$ cat config.mk
export PLATFORM = sky130hd
export DESIGN_NAME = assistance_pi_controller
export DESIGN_NICKNAME = d
export VERILOG_FILES = /design/src/rtl/assist_pkg.sv /design/src/rtl/assist_slew_limiter.sv /design/src/rtl/assistance_pi_controller.sv
export SDC_FILE = /design/constraint.sdc
export NUM_CORES = 1
export LEC_CHECK = 0
export CORE_AREA = 5 5 166 168
export CTS_CLUSTER_DIAMETER = 100
export CTS_CLUSTER_SIZE = 20
export DETAILED_ROUTE_END_ITERATION = 12
export DIE_AREA = 0 0 171 173
export PLACE_DENSITY = 0.5
export REMOVE_ABC_BUFFERS = 1
export SLEW_MARGIN = 20
export SYNTH_ARGS = -nofsm -noshare
export SYNTH_HDL_FRONTEND = slang
export SYNTH_SLANG_ARGS = --single-unit
$ cat constraint.sdc
create_clock -name clk -period 5.8 [get_ports clk]
set_clock_uncertainty 0.1 [all_clocks]
set_input_delay 1.45 -clock clk [delete_from_list [all_inputs] [get_ports clk]]
set_output_delay 1.45 -clock clk [all_outputs]
set_load 0.02 [all_outputs]
$ cat src/rtl/assist_pkg.sv
// Shared types and saturating arithmetic helpers for the assistance controller.
package assist_pkg;

    typedef enum logic [1:0] {
        IDLE  = 2'd0,
        RUN   = 2'd1,
        BRAKE = 2'd2,
        FAULT = 2'd3
    } state_t;

    function automatic logic signed [31:0] sat_signed(input logic signed [31:0] value, input int width);
        logic signed [31:0] hi;
        logic signed [31:0] lo;
        hi = (32'sd1 <<< (width - 1)) - 32'sd1;
        lo = -(32'sd1 <<< (width - 1));
        if (value > hi) return hi;
        if (value < lo) return lo;
        return value;
    endfunction

    // The most negative code has no positive twin, so it maps to the largest magnitude.
    function automatic logic signed [31:0] abs_sat(input logic signed [31:0] value, input int width);
        logic signed [31:0] lo;
        lo = -(32'sd1 <<< (width - 1));
        if (value <= lo) return -(lo + 32'sd1);
        return (value < 0) ? -value : value;
    endfunction

endpackage

$ cat src/rtl/assist_slew_limiter.sv
// Rate limiter: moves the command toward its target by a bounded step once per prescaler period.
module assist_slew_limiter #(
    parameter int OUT_W       = 10,
    parameter int SLEW_PERIOD = 1000,
    parameter int SLEW_STEP   = 8
) (
    input  logic             clk,
    input  logic             rst_n,
    input  logic [OUT_W-1:0] target,
    input  logic             force_zero,
    output logic [OUT_W-1:0] assist
);

    localparam int PW = $clog2(SLEW_PERIOD + 1);
    localparam logic [PW-1:0] PRESC_LAST = PW'(SLEW_PERIOD - 1);
    localparam logic [OUT_W-1:0] STEP = OUT_W'(SLEW_STEP);

    logic [PW-1:0]    presc;
    logic [OUT_W-1:0] diff;
    logic [OUT_W-1:0] step_v;
    logic             wrap;

    always_comb begin
        diff   = (target > assist) ? (target - assist) : (assist - target);
        step_v = (diff > STEP) ? STEP : diff;
        wrap   = (presc == PRESC_LAST);
    end

    always_ff @(posedge clk or negedge rst_n) begin
        if (!rst_n) begin
            presc  <= '0;
            assist <= '0;
        end else begin
            presc <= wrap ? '0 : presc + 1'b1;
            if (force_zero)
                assist <= '0;
            else if (wrap)
                assist <= (target > assist) ? (assist + step_v) : (assist - step_v);
        end
    end

endmodule

$ cat src/rtl/assistance_pi_controller.sv
// Heart-rate PI assistance controller: tilt/brake/cadence supervision FSM, cadence
// watchdog and a two-stage PI pipeline feeding a slew-limited motor command.
//
//  state | meaning
//  IDLE  | no assistance requested; target 0, output slews down
//  RUN   | pedalling and enabled; PI loop drives target
//  BRAKE | brake lever held; output and target forced to 0, integrator held
//  FAULT | excessive tilt; output, target and integrator cleared
module assistance_pi_controller
    import assist_pkg::*;
#(
    parameter int HR_W        = 8,
    parameter int ANGLE_W     = 10,
    parameter int OUT_W       = 10,
    parameter int INT_W       = 16,
    parameter int KP          = 4,
    parameter int KI          = 1,
    parameter int GAIN_SHIFT  = 2,
    parameter int TILT_LIMIT  = 45,
    parameter int TILT_HYST   = 5,
    parameter int CAD_TIMEOUT = 50000000,
    parameter int SLEW_PERIOD = 1000,
    parameter int SLEW_STEP   = 8
) (
    input  logic                      clk,
    input  logic                      rst_n,
    input  logic signed [ANGLE_W-1:0] roll,
    input  logic signed [ANGLE_W-1:0] pitch,
    input  logic [HR_W-1:0]           heart_rate,
    input  logic [HR_W-1:0]           hr_setpoint,
    input  logic                      hr_valid,
    input  logic                      cadence,
    input  logic                      brake,
    input  logic                      enable,
    output logic signed [OUT_W-1:0]   assist_out,
    output logic                      fault,
    output logic [1:0]                state
);

    localparam int CAD_W = $clog2(CAD_TIMEOUT + 1);
    localparam logic [CAD_W-1:0] CAD_RELOAD = CAD_W'(CAD_TIMEOUT);
    localparam logic signed [31:0] UMAX = (32'sd1 <<< (OUT_W - 1)) - 32'sd1;
    localparam logic [OUT_W-1:0] TMAX = {1'b0, {(OUT_W-1){1'b1}}};

    state_t                  state_q, state_d;
    logic                    cad_s1, cad_s2, cad_s3;
    logic [CAD_W-1:0]        cad_timer;
    logic                    pedalling, tilt_over, tilt_clear;
    logic                    accept, force_zero, windup, p1;
    logic signed [31:0]      err, icand, u1, u2;
    logic signed [INT_W-1:0] integ, icand_q;
    logic signed [HR_W:0]    err_q;
    logic [OUT_W-1:0]        target, assist_u;

    function automatic logic signed [31:0] pi_u(input logic signed [31:0] e, input logic signed [31:0] i);
        return (KP * e + KI * i) >>> GAIN_SHIFT;
    endfunction

    always_comb begin
        pedalling  = (cad_timer != '0);
        tilt_over  = (abs_sat(32'(roll), ANGLE_W) > TILT_LIMIT) ||
                     (abs_sat(32'(pitch), ANGLE_W) > TILT_LIMIT);
        tilt_clear = (abs_sat(32'(roll), ANGLE_W) < TILT_LIMIT - TILT_HYST) &&
                     (abs_sat(32'(pitch), ANGLE_W) < TILT_LIMIT - TILT_HYST);
        state_d = state_q;
        if (tilt_over) begin
            state_d = FAULT;
        end else begin
            case (state_q)
                FAULT:   if (tilt_clear) state_d = IDLE;
                BRAKE:   if (!brake) state_d = IDLE;
                IDLE:    if (brake) state_d = BRAKE;
                         else if (enable && pedalling) state_d = RUN;
                RUN:     if (brake) state_d = BRAKE;
                         else if (!enable || !pedalling) state_d = IDLE;
                default: state_d = IDLE;
            endcase
        end
        force_zero = (state_d == FAULT) || (state_d == BRAKE);
        // A sample is only taken if the loop stays in RUN across this edge.
        accept = hr_valid && (state_q == RUN) && (state_d == RUN) && (heart_rate != '0);
        err    = 32'($signed({1'b0, hr_setpoint})) - 32'($signed({1'b0, heart_rate}));
        icand  = sat_signed(32'(integ) + err, INT_W);
        u1     = pi_u(err, icand);
        windup = ((u1 > UMAX) && (err > 0)) || ((u1 < 0) && (err < 0));
        u2     = pi_u(32'(err_q), 32'(icand_q));
    end

    always_ff @(posedge clk or negedge rst_n) begin
        if (!rst_n) begin
            state_q <= IDLE;
            fault   <= 1'b0;
        end else begin
            state_q <= state_d;
            fault   <= (state_d == FAULT);
        end
    end

    always_ff @(posedge clk or negedge rst_n) begin
        if (!rst_n) begin
            cad_s1    <= 1'b0;
            cad_s2    <= 1'b0;
            cad_s3    <= 1'b0;
            cad_timer <= '0;
        end else begin
            cad_s1 <= cadence;
            cad_s2 <= cad_s1;
            cad_s3 <= cad_s2;
            if (cad_s2 && !cad_s3)
                cad_timer <= CAD_RELOAD;
            else if (cad_timer != '0)
                cad_timer <= cad_timer - 1'b1;
        end
    end

    // Stage 1 latches error and candidate integrator; stage 2 turns them into a target.
    always_ff @(posedge clk or negedge rst_n) begin
        if (!rst_n) begin
            integ   <= '0;
            icand_q <= '0;
            err_q   <= '0;
            p1      <= 1'b0;
            target  <= '0;
        end else if (state_d == FAULT) begin
            integ  <= '0;
            p1     <= 1'b0;
            target <= '0;
        end else if (state_d != RUN) begin
            p1     <= 1'b0;
            target <= '0;
        end else begin
            p1 <= accept;
            if (accept) begin
                err_q   <= err[HR_W:0];
                icand_q <= icand[INT_W-1:0];
                if (!windup) integ <= icand[INT_W-1:0];
            end
            if (p1)
                target <= (u2 < 0) ? '0 : (u2 > UMAX) ? TMAX : u2[OUT_W-1:0];
        end
    end

    assist_slew_limiter #(
        .OUT_W       (OUT_W),
        .SLEW_PERIOD (SLEW_PERIOD),
        .SLEW_STEP   (SLEW_STEP)
    ) u_slew (
        .clk        (clk),
        .rst_n      (rst_n),
        .target     (target),
        .force_zero (force_zero),
        .assist     (assist_u)
    );

    assign assist_out = $signed(assist_u);
    assign state      = state_q;

endmodule
## Word-level counts from Yosys, hierarchy flattened

Index checks and enable logic that the tools add are counted.

| word-level totals | value |
|---|---|
| register bits | 104 |
| latch bits | 0 |
| RAM bits | 0 |
| bits in read-only memories | 0 |
| input port bits | 42 |
| output and inout port bits | 13 |
| logic and storage cells | 121 |
| memories | 0 |

| operators by class | value |
|---|---|
| $add $sub $neg | 12 |
| multiply operators | 0 |
| div/mod/pow operators | 0 |
| order comparisons | 18 |
| equality and inequality tests | 10 |
| shift operators | 0 |
| muxes and demuxes | 42 |
| bitwise operators | 2 |
| reductions and logical operators | 24 |

Operator list:

| cell | count |
|---|---|
| 32-bit 2-to-1 mux | 10 |
| 10-bit 2-to-1 mux | 11 |
| 32-bit by 7-bit > comparator with 1-bit output, second input constant | 2 |
| 32-bit by 7-bit less-than comparator with 1-bit output, second input constant | 2 |
| 16-bit 2-to-1 mux | 4 |
| 10-bit negator with 32-bit output | 2 |
| 26-bit 2-to-1 mux | 2 |
| 11-bit by 32-bit adder with 32-bit output | 1 |
| 30-bit by 10-bit > comparator with 1-bit output, second input constant | 1 |
| 30-bit by 1-bit less-than comparator with 1-bit output, second input constant | 1 |
| 10-bit subtractor | 3 |
| 26-bit nonzero test | 1 |
| 26-bit by 1-bit subtractor with 26-bit output, second input constant | 1 |
| 10-bit less-or-equal comparator, second input constant | 2 |
| 10-bit by 1-bit less-than comparator with 1-bit output, second input constant | 2 |
| 11-bit by 16-bit adder with 17-bit output | 1 |
| 16-bit by 9-bit adder with 17-bit output | 1 |
| 17-bit by 16-bit > comparator with 1-bit output, second input constant | 1 |
| 17-bit by 16-bit less-than comparator with 1-bit output, second input constant | 1 |
| 15-bit by 10-bit > comparator with 1-bit output, second input constant | 1 |
| 15-bit by 1-bit less-than comparator with 1-bit output, second input constant | 1 |
| 2-bit 2-to-1 mux | 7 |
| 10-bit by 1-bit adder with 10-bit output, second input constant | 1 |
| 10-bit adder | 1 |
| 21 further kinds | 48 |

## Longest topological paths before layout

Gate-level depths: netlist (run 1).

| depth | value |
|---|---|
| depth in word-level cells | 15 |
| depth in mapped cells | 36 |
| mapped depth without buffers | 33 |

## By module

Synthesis (run 1) repeated with hierarchy kept, for this count alone.

| unflattened totals | value |
|---|---|
| cell total of the unflattened synthesis | 1,155 |
| area, all modules | 9,512.9 um^2 |

Modules (own cells, without submodules):

| module | instances | cells an instance | area each (um^2) | sequential area each (um^2) |
|---|---|---|---|---|
| assistance_pi_controller | 1 | 864 | 7,100.6 | 2,052.0 |
| assist_slew_limiter | 1 | 291 | 2,412.3 | 500.5 |

## Worst setup path after synthesis (run 1)

No wires, ideal clock.

| timing path | value |
|---|---|
| kind | input to register |
| from | input heart_rate[1] |
| to | register integ[8] |
| library setup time | 0.134 ns |
| data arrival time | 7.992 ns |
| data required time | 5.566 ns |
| slack | -2.426 ns |
| cell stages on the path | 36 |
| path buffers | 3 |
| path through | inv_1 > ha_1 > nor2b_1 > o21ai_0 > a21boi_0 > o21a_1 > nor2_1 > o21ai_0 > xor2_1 > ha_1 > o211ai_2 > a211oi_1 > a2111oi_4 > a41oi_1 > and2_1 > buf_2 > inv_2 > nor2_2 > clkbuf_1 > o21ai_0 > inv_1 > ha_1 > fa_1 > a21o_1 > a21o_1 > a21oi_1 > o21ai_0 > nor2_1 > o211ai_1 > a21oi_1 > o21ai_0 > mux2_1 > a2111oi_4 > a31oi_4 > buf_6 > mux2i_1 |

| between the ends | value |
|---|---|
| longest elaborated chain between the ends | 13 |
| elaborated cells on any way between the ends | 27 |
| those cells by class | 3 x add/sub; 6 x order compare; 1 x eq/ne; 10 x mux; 7 x reduce/logical |

RTL lines:

| what | line | text |
|---|---|---|
| start, declared | assistance_pi_controller.sv:29 | `input logic [HR_W-1:0] heart_rate,` |
| 8-bit by 8-bit subtractor with 9-bit output (*) | assistance_pi_controller.sv:82 | `err = 32'($signed({1'b0, hr_setpoint})) - 32'($signed({1'b0, heart_rate}));` |
| net err[7] | assistance_pi_controller.sv:50 | `logic signed [31:0] err, icand, u1, u2;` |
| 16-bit by 9-bit adder with 17-bit output (*) | assistance_pi_controller.sv:83 | `icand = sat_signed(32'(integ) + err, INT_W);` |
| 17-bit by 16-bit less-than comparator with 1-bit output | assist_pkg.sv:17 | `if (value < lo) return lo;` |
| 1-bit 2-to-1 mux (2 in a row) | assist_pkg.sv:17 |  |
| 32-bit 2-to-1 mux | assist_pkg.sv:18 | `return value;` |
| 32-bit 2-to-1 mux (*) | assist_pkg.sv:17 |  |
| net icand[2] | assistance_pi_controller.sv:50 |  |
| 11-bit by 32-bit adder with 32-bit output (*) | assistance_pi_controller.sv:56 | `return (KP * e + KI * i) >>> GAIN_SHIFT;` |
| 30-bit by 10-bit > comparator with 1-bit output / 30-bit by 1-bit less-than comparator with 1-bit output (equally long branches) | assistance_pi_controller.sv:85 | `windup = ((u1 > UMAX) && (err > 0)) \|\| ((u1 < 0) && (err < 0));` |
| 1-bit logical AND | assistance_pi_controller.sv:85 |  |
| 1-bit logical OR (*) | assistance_pi_controller.sv:85 |  |
| 2-bit by 1-bit != test with 1-bit output (no source line) (*) | -- |  |
| 3-bit AND reduction (no source line) (*) | -- |  |
| end signal, assigned | assistance_pi_controller.sv:136 | `if (!windup) integ <= icand[INT_W-1:0];` |
| end, declared | assistance_pi_controller.sv:51 | `logic signed [INT_W-1:0] integ, icand_q;` |

Mark *: on every way through the listed nets, which the timed path passes. The rest lies on a longest branch. The select of a mux whose other input is x is not followed.
A chain may end at the register's enable or synchronous reset.

## Final worst setup path (run 1)

| timing path | value |
|---|---|
| from | input heart_rate[1] |
| to | register integ[15] |

The elaborated chain is that of the path after synthesis.

==> reports/qor.txt, run 1 <==
Outcome -> finished, violations left
Failing checks -> setup timing
Vias in the first global route -> 8,639
Share of layout cells above drive strength 1 -> 30.4%
Pre-antenna DRT Iters -> 5
Top Ports -> 55
Core area -> 25,800 sq um
Psw -> 0.873 mW
Final setup TNS -> -19.02 ns
GRT overflow -> 0
Fmax -> 143 MHz
Worst Path Max Fanout -> 8
DP Area -> 11,200 sq um
Ys flop type -> dfrtp_1
All-Layer GR Usage -> 17.3%
Worst path slowest cell -> a2111oi_4
Slew HR -> 28.2%
Cell area after layout -> 12,700 sq um
Yosys top cell area share -> 28.8%
Die height -> 173 microns
Seq pwr share -> 31.1%
Cell internal pwr -> 1.59 mW
Clock sink total -> 102
I/O Buffers -> 54
Worst hold-check path type -> reg2reg
Clock Latency Late Sink -> 0.35 ns
Bufs and invs on worst path -> 7
Clk slew on worst S/H paths -> 0.09 ns
N_diodes -> 0
Total CTS buffers -> 9
Final Net Count -> 1,466
Post-DRT Antenna Nets -> 0
Placed cells -> 1,619
Routed wire length -> 26,000 microns
Hpwl dp -> 19,500 microns
Fin crit period -> 6.98 ns
Synth-to-Final Area Change -> 43.1%
Post-synth top cells -> 105 x nand2_1, 102 x dfrtp_1, 86 x nor2_1, 79 x a21oi_1
Drc violations -> 0
Largest net degree at the start of global routing -> 71
Async SR Flop Fraction -> 100%
1st-iter DRT viols -> 496
Fin cells -> 1,680
Max-Cap Viols -> 0
Critical path class -> in2reg
Antenna violations before repair -> 0
Clock share of power -> 25.7%
Die ar. -> 29,600 sq um
CTS tree -> done
Final Cycle Share -> 120%
Vias per cell -> 5.13
Root Buffer -> clkbuf_16
Post-synthesis sequential area ratio -> 28.8%
Via count of the routed design -> 8,612
Worst slew pin tran -> 1.07 ns
CP Launch Type -> input pin
Top-count cell post-synth -> nand2_1
Initial core utilization -> 34.4%
Synthesized area -> 8870 sq um
Unrepaired setup endpoints after global routing -> true
Family with the most delay on the worst path -> compound AO/OA/AOI/OAI gates
First-pass GRT wire length -> 42,800 microns
Comb power frac -> 43.2%
Most common cell on crit path -> ha_4
Row count -> 59
Fin worst setup slack -> -1.18 ns
P_leak -> 5.67 nW
Largest stage delay on the critical path -> 0.41 ns
Net Sw Frac -> 35.4%
Avg Cell Area, Syn -> 8.30 sq um
Design Power -> 2.47 mW
Clock buffer depth -> 2
Worst EP required -> 5.94 ns
Area contributors post-synth -> dfrtp_1 29%, ha_1 11%, xnor2_1 4.6%
Largest area contributor in the netlist -> dfrtp_1
Die W -> 171 microns
Worst setup EP type -> register
WP data arrival -> 7.12 ns
Post-Syn Instances -> 1,069
Syn. warnings -> 0
Finish-stage setup viols -> 18
#FFs+latches synth -> 102
Post-synth cell types -> 80
Drt wl/cell -> 15.5 microns
Final count of hold timing violations -> 0
Number of synthesized flops with an enable pin -> 0
CTS H-tree depth -> 3
GPL Wtd Cong -> 0.875
Max VDD drop -> 155 uV
Slew Viols, Final -> 0
PwrDens -> 194 nW/um^2
==> worst reg2reg max path: cells and delay by family (launching register included) <==
family / cells / cell delay [ns]
multiplexers: 1 / 0.35
AND/OR/NAND/NOR: 6 / 0.49
flip-flops: 1 / 0.40
AO/OA/AOI/OAI: 15 / 2.78
buffers and inverters: 10 / 1.11
adder cells (fa/ha/maj): 3 / 0.73
==> through the flow <==
step	utilization, %	setup WS, ns	hold WS, ns
floorplan	-	-2.35	0.231
global placement	43.3	-2.49	0.240
detailed placement	43.3	-2.63	0.240
CTS	47.4	-1.22	0.264
global route	49.2	-1.39	0.284
finish	49.2	-1.18	0.257
==> placed cells by master (no fill, tap or decap), types with 12 or more instances in the layout <==
master and instances:
buf_4 226, nand2_1 103, dfrtp_1 102, nor2_1 78, inv_1 64, o21ai_0 63, a21oi_1 63, ha_1 59
xnor2_1 43, clkdlybuf4s50_1 41, nand3_1 30, nor3_1 23, mux2i_1 23, a21o_1 19, xor2_1 19, nand2b_1 17
ha_4 17, a31oi_1 16, nand4_1 15, nor2b_1 13, inv_2 13, a21oi_2 13, nor4_1 13, buf_6 13
or3_1 12
==> logic make-up after synthesis <==
family,count (synthesis),synth area share [%]
simple gates,370,20.6
compound gates,292,21.9
buf+inv,113,4.99
flops,102,28.8
fa+ha+maj,89,13.0
xor+xnor,69,6.81
mux,34,3.98
==> worst paths after layout <==
check	from	to	slack [ns]	cells past startpoint
min in group asynchronous	rst_n	cad_timer[8]	1.13	1
min reg2reg	cad_s1	cad_s2	0.26	0
max in group asynchronous	rst_n	icand_q[11]	3.47	2
max	heart_rate[1]	integ[15]	-1.18	35
min	cad_s1	cad_s2	0.26	0
max reg2reg	target[0]	u_slew.assist[9]	-0.28	35
==> power by group through the flow <==
stage / sequential, mW / clock, mW / combinational (mW)
detailed placement: 0.782 / 0 / 0.808
finish: 0.767 / 0.634 / 1.06
global placement: 0.782 / 0 / 0.808
floorplan: 0.777 / 0 / 0.448
CTS: 0.768 / 0.659 / 0.976
global route: 0.775 / 0.690 / 1.16
==> per-layer routing <==
metal,vias up,routed length [microns],GRT usage (%)
li1,4378,-,-
met1,4064,11700,22.3
met2,134,13000,30.9
met3,36,615,1.55
met4,0,641,4.69
met5,-,0,0
==> sequential cells by signal, indices dropped and copies added (netlist names) <==
name           flops
state              2
fault              1
cad_s3             1
cad_s1             1
err_q              9
u_slew.presc      10
u_slew.assist     10
cad_timer         26
cad_s2             1
icand_q           14
p1                 1
target            10
integ             16
==> what timing repair did <==
action / in CTS / in global routing
gates resized for setup: 133 / 85
pin swaps: 74 / 72
buffers inserted: 35 / 12
gates cloned: 1 / 0
hold endpoints to repair: 0 / 0
setup endpoints to repair: 20 / 22
hold buffers: 0 / 0
==> final cells by class <==
class	count	area [sq um]
Inverter	79	309
Tap cell	335	419
Sequential cell	102	2550
Multi-Input combinational cell	854	6640
Clock buffer	9	225
Timing Repair Buffer	294	2450
Fill cell	2475	13100
Clock inverter	7	91.3
No activity file was read; power rests on OpenSTA's default activity.
==> run 2: changes to the inputs <==
SKIP_LAST_GASP = 1   (was unset)
==> reports/qor.txt, run 2 (synthesized netlist as in run 1, its figures left out) <==
Reg2Reg Depth -> 35 (unchanged)
WP depth -> 34 (-2.9%)
Fin worst setup slack -> -1.21 ns (-0.0299 ns)
Setup slack, reg-to-reg -> -0.27 ns (about the same)
Worst EP required -> 5.98 ns (+0.04 ns)
Critical path class -> in2reg
CTS H-tree depth -> 3 (unchanged)
Worst r2r src -> target[0]
Pre-antenna DRT Iters -> 5 (unchanged)
CP Launch Type -> input pin
Unrepaired setup endpoints after global routing -> true
DP Area -> 11,200 sq um (unchanged)
Top reg by flops -> cad_timer
Worst setup EP type -> register
Clock sink total -> 102 (unchanged)
RR Endpoint -> u_slew.assist[9]
Routed wire length -> 26,000 microns (+0.21%)
Total CTS buffers -> 9 (unchanged)
Post-DRT Antenna Nets -> 0 (unchanged)
CTS tree -> done
Slew Viols, Final -> 0 (unchanged)
Max-Cap Viols -> 0 (unchanged)
Hpwl dp -> 19,500 microns (unchanged)
I/O Buffers -> 54 (unchanged)
Outcome -> finished, violations left
Bufs and invs on worst path -> 5 (-2)
Via count of the routed design -> 8,594 (-0.21%)
Largest net degree at the start of global routing -> 71 (unchanged)
Final Net Count -> 1,466 (unchanged)
All-Layer GR Usage -> 17.3% (-0.038 points)
Biggest regs -> cad_timer x26, integ x16, icand_q x14
Family with the most delay on the worst path -> compound AO/OA/AOI/OAI gates
Worst Path Max Fanout -> 8 (unchanged)
Final Cycle Share -> 121% (+0.51 points)
Most common cell after layout, fill and taps aside -> buf_4
1st-iter DRT viols -> 448 (-9.7%)
First-pass GRT wire length -> 42,700 microns (-0.24%)
Most common cell on crit path -> a21o_1
Fin crit period -> 7.01 ns (+0.0299 ns)
Top Ports -> 55 (unchanged)
Slew HR -> 27.7% (-0.55 points)
Largest stage delay on the critical path -> 0.33 ns (-0.08 ns)
Cell area after layout -> 12,700 sq um (about the same)
Drt wl/cell -> 15.5 microns (+0.21%)
GPL Wtd Cong -> 0.875 (unchanged)
Drc violations -> 0 (unchanged)
N_diodes -> 0 (unchanged)
Worst slew pin tran -> 1.08 ns (+0.00824 ns)
Clk slew on worst S/H paths -> 0.09 ns (about the same)
Worst path slowest cell -> a2111oi_4
Row count -> 59 (unchanged)
Vias in the first global route -> 8,624 (-0.17%)
Die W -> 171 microns (unchanged)
Worst hold margin -> 0.257 ns (+0.000614 ns)
P_leak -> 5.67 nW (about the same)
PwrDens -> 195 nW/um^2 (+0.28%)
Vias per cell -> 5.12 (-0.21%)
Hold Crit Start -> cad_s1
WP data arrival -> 7.19 ns (+0.07 ns)
# hold bufs at CTS -> 0 (unchanged)
Worst Setup EP -> integ[6]
Finish-stage setup viols -> 17 (-1)
Final setup TNS -> -19.31 ns (-0.291 ns)
Share of layout cells above drive strength 1 -> 30.4% (unchanged)
Clock Latency Late Sink -> 0.35 ns (about the same)
Final count of hold timing violations -> 0 (unchanged)
Clock buffer depth -> 2 (unchanged)
Worst hold-check path type -> reg2reg
Max VDD drop -> 155 uV (about the same)
Setup crit start -> heart_rate[1]
Core area -> 25,800 sq um (unchanged)
Synth-to-Final Area Change -> 43.0% (about the same)
Fmax -> 143 MHz (-0.43%)
Failing checks -> setup timing
Antenna violations before repair -> 0 (unchanged)
Max reg flops -> 26 (unchanged)
GRT overflow -> 0 (unchanged)
Root Buffer -> clkbuf_16
Util after Layout -> 49.2% (about the same)
Die height -> 173 microns (unchanged)
Leading cell types in the layout, fill and taps excluded -> 227 x buf_4, 103 x nand2_1, 102 x dfrtp_1, 78 x nor2_1, 64 x inv_1
Die ar. -> 29,600 sq um (unchanged)
Initial core utilization -> 34.4% (unchanged)
run 2: cell type report:
type / count / area (sq um)
Fill cell: 2477 / 13100
Multi-Input combinational cell: 854 / 6640
Sequential cell: 102 / 2550
Timing Repair Buffer: 294 / 2440
Tap cell: 335 / 419
Inverter: 79 / 309
Clock buffer: 9 / 225
Clock inverter: 7 / 91.3
run 2: timing repair:
item,in CTS,in global routing
gates cloned,1,0
gates resized for setup,132,85
endpoints found under the hold margin,0,0
pin swaps,74,72
setup endpoints to repair,20,22
setup buffers,35,12
run 2: where the power goes:
group	internal [mW]	switching [mW]
logic	0.541	0.526
clock network	0.311	0.326
registers	0.740	0.0271
run 2: per-stage QoR:
step / cells / setup slack (ns) / power, mW
final: 1680 / -1.21 / 2.47
after global routing: 1680 / -1.39 / 2.62
after CTS: 1671 / -1.22 / 2.40
after detailed placement: 1619 / -2.63 / 1.59
after global placement: 1619 / -2.49 / 1.59
after floorplan: 1035 / -2.35 / 1.22
run 2: metal layers:
metal  wire length [microns]  part of all wire [%]  track usage [%]
met2                   13100                    50             30.8
met3                     661                   2.5             1.55
met5                       0                     0                0
met1                   11700                    45             22.2
met4                     663                   2.5             4.69
run 2: how the worst min path moves through the flow:
stage	endpoint	slack, ns	cells past startpoint
after floorplan	cad_s2	0.23	0
after global placement	cad_s2	0.24	0
after detailed placement	cad_s2	0.24	0
after CTS	cad_s2	0.26	0
after global routing	cad_s2	0.28	0
final	cad_s2	0.26	0
==> run 3: changes to the inputs <==
CORE_AREA = 5 5 133 135   (was 5 5 166 168)
DIE_AREA = 0 0 138 140   (was 0 0 171 173)
PLACE_DENSITY = 0.74   (was 0.5)
==> reports/qor.txt, run 3 (synthesized netlist as in run 1, its figures left out) <==
Clock Latency Late Sink -> 0.35 ns (about the same)
Gr busiest metal -> met2
Clock sink total -> 102 (unchanged)
Biggest regs -> cad_timer x26, integ x16, icand_q x14
Die W -> 138 microns (-19%)
Largest stage delay on the critical path -> 0.42 ns (+0.09 ns)
Fin worst setup slack -> -1.45 ns (-0.238 ns)
Row count -> 47 (-20%)
Slew HR -> 19.7% (-8.0 points)
Via count of the routed design -> 8,994 (+4.7%)
Vias per cell -> 5.77 (+13%)
GRT overflow -> 0 (unchanged)
Drc violations -> 0 (unchanged)
P_leak -> 5.55 nW (-2.0%)
Core area -> 16,300 sq um (-37%)
Post-DRT Antenna Nets -> 0 (unchanged)
Worst slew pin tran -> 1.19 ns (+0.106 ns)
Finish-stage setup viols -> 20 (+3)
Met3 Track Usage GR -> 3.65% (+2.1 points)
Fin cells -> 1,559 (-7.2%)
Largest net degree at the start of global routing -> 63 (-11%)
Die height -> 140 microns (-19%)
Max reg flops -> 26 (unchanged)
Pre-antenna DRT Iters -> 5 (unchanged)
Worst hold-check path type -> reg2reg
Worst setup EP type -> register
Final count of hold timing violations -> 0 (unchanged)
Die ar. -> 19,300 sq um (-35%)
Worst EP required -> 5.96 ns (-0.02 ns)
WP data arrival -> 7.41 ns (+0.22 ns)
Critical path class -> in2reg
Bufs and invs on worst path -> 8 (+3)
I/O Buffers -> 54 (unchanged)
Grt met1 use -> 31.3% (+9.1 points)
CP Launch Type -> input pin
Share of layout cells above drive strength 1 -> 29.2% (-1.2 points)
Total CTS buffers -> 9 (unchanged)
Max-Cap Viols -> 0 (unchanged)
Vias in the first global route -> 8,901 (+3.2%)
Clk slew on worst S/H paths -> 0.07 ns (-0.02 ns)
Unrepaired setup endpoints after global routing -> true
Most common cell after layout, fill and taps aside -> buf_4
N_diodes -> 0 (unchanged)
Final Net Count -> 1,461 (-0.34%)
M2 GR Usage -> 44.4% (+14 points)
CTS tree -> done
Clock buffer depth -> 2 (unchanged)
Routed wire length -> 26,100 microns (+0.33%)
Final Cycle Share -> 125% (+4.1 points)
Fmax -> 138 MHz (-3.3%)
Failing checks -> setup timing
Top Ports -> 55 (unchanged)
Outcome -> finished, violations left
Most common cell on crit path -> buf_4
Antenna violations before repair -> 0 (unchanged)
Max VDD drop -> 214 uV (+38%)
Worst Path Max Fanout -> 8 (unchanged)
All-Layer GR Usage -> 25.3% (+8.0 points)
GPL Wtd Cong -> 0.870 (-0.47%)
1st-iter DRT viols -> 712 (+59%)
Initial core utilization -> 54.3% (+20 points)
Top reg by flops -> cad_timer
Worst path slowest cell -> a2111oi_4
DP Area -> 11,100 sq um (-0.62%)
Fin crit period -> 7.25 ns (+0.238 ns)
Family with the most delay on the worst path -> compound AO/OA/AOI/OAI gates
CTS H-tree depth -> 3 (unchanged)
Leading cell types in the layout, fill and taps excluded -> 223 x buf_4, 104 x nand2_1, 102 x dfrtp_1, 79 x nor2_1, 68 x inv_1
First-pass GRT wire length -> 41,500 microns (-2.8%)
Drt wl/cell -> 16.8 microns (+8.1%)
Synth-to-Final Area Change -> 38.1%
PwrDens -> 190 nW/um^2 (-2.4%)
Placed cells -> 1,514 (-6.5%)
Cell area after layout -> 12,200 sq um (-3.4%)
Slew Viols, Final -> 0 (unchanged)
Hpwl dp -> 18,500 microns (-5.3%)
Root Buffer -> clkbuf_16
-- run 3: cell count changes in the layout (fill, tap and decap cells not counted), moves of 3 or more --
cell / before / now
nand3_1: 30 / 33
ha_1: 59 / 62
clkinv_8: 3 / 0
inv_2: 13 / 9
mux2i_2: 0 / 3
clkinv_4: 3 / 0
ha_4: 17 / 11
dlymetal6s2s_1: 3 / 0
ha_2: 1 / 4
inv_1: 64 / 68
buf_4: 227 / 223
nand3_2: 4 / 1
-- run 3: through the flow --
step / util, % / setup slack [ns] / power [mW] / TNS [ns] / hold slack [ns]
global placement: 67.9 / -2.34 / 1.58 / -38.02 / 0.235
floorplan: - / -2.35 / 1.22 / -40.88 / 0.231
finish: 74.9 / -1.45 / 2.33 / -23.74 / 0.252
CTS: 72.7 / -1.17 / 2.27 / -18.79 / 0.256
global route: 74.9 / -1.71 / 2.46 / -28.82 / 0.278
detailed placement: 67.9 / -2.51 / 1.60 / -41.68 / 0.240
-- run 3: cell type report --
class,count,area (sq um)
fillers,1173,4100
well taps,220,275
multi-input cells,854,6480
inverters,79,302
clock buffers,11,243
clock inverters,4,30.0
flip-flops and latches,102,2550
repair buffers,289,2360
-- run 3: path summary, 6_finish.rpt --
kind,from,to,slack [ns],cells past startpoint
worst max-delay path,heart_rate[1],integ[2],-1.45,33
worst min-delay path,cad_s1,cad_s2,0.25,0
worst max register to register,target[0],u_slew.assist[9],-0.48,33
worst min register to register,cad_s1,cad_s2,0.25,0
max in group asynchronous,rst_n,err_q[8],3.50,2
min in group asynchronous,rst_n,u_slew.presc[9],1.07,1
-- run 3: timing repair --
item | in CTS | in global routing
cloned | 1 | 0
setup endpoints to repair | 20 | 22
pin swaps | 70 | 68
buffers inserted | 24 | 14
gates resized for setup | 118 | 70
hold buffers | 0 | 0
-- run 3: report_power, final --
group	total, mW	switching, mW	internal (mW)	leakage (nW)
combinational	0.994	0.495	0.498	4.10
sequential	0.769	0.0278	0.741	1.32
clock	0.567	0.264	0.303	0.132
-- run 3: metal layers --
layer  share of wire, %  up-vias
li1                   -     4379
met1                 41     4289
met2                 51      256
met3                4.6       70
met4                3.7        0
met5                  0        -
-- run 3: worst reg2reg max path: cells and delay by family, from the launching register on --
kind / cells / cell delay [ns]
compound gates: 14 / 2.44
fa+ha+maj: 4 / 1.04
simple gates: 7 / 0.98
buf+inv: 6 / 0.70
flops: 1 / 0.38
mux: 1 / 0.36
xor+xnor: 1 / 0.22
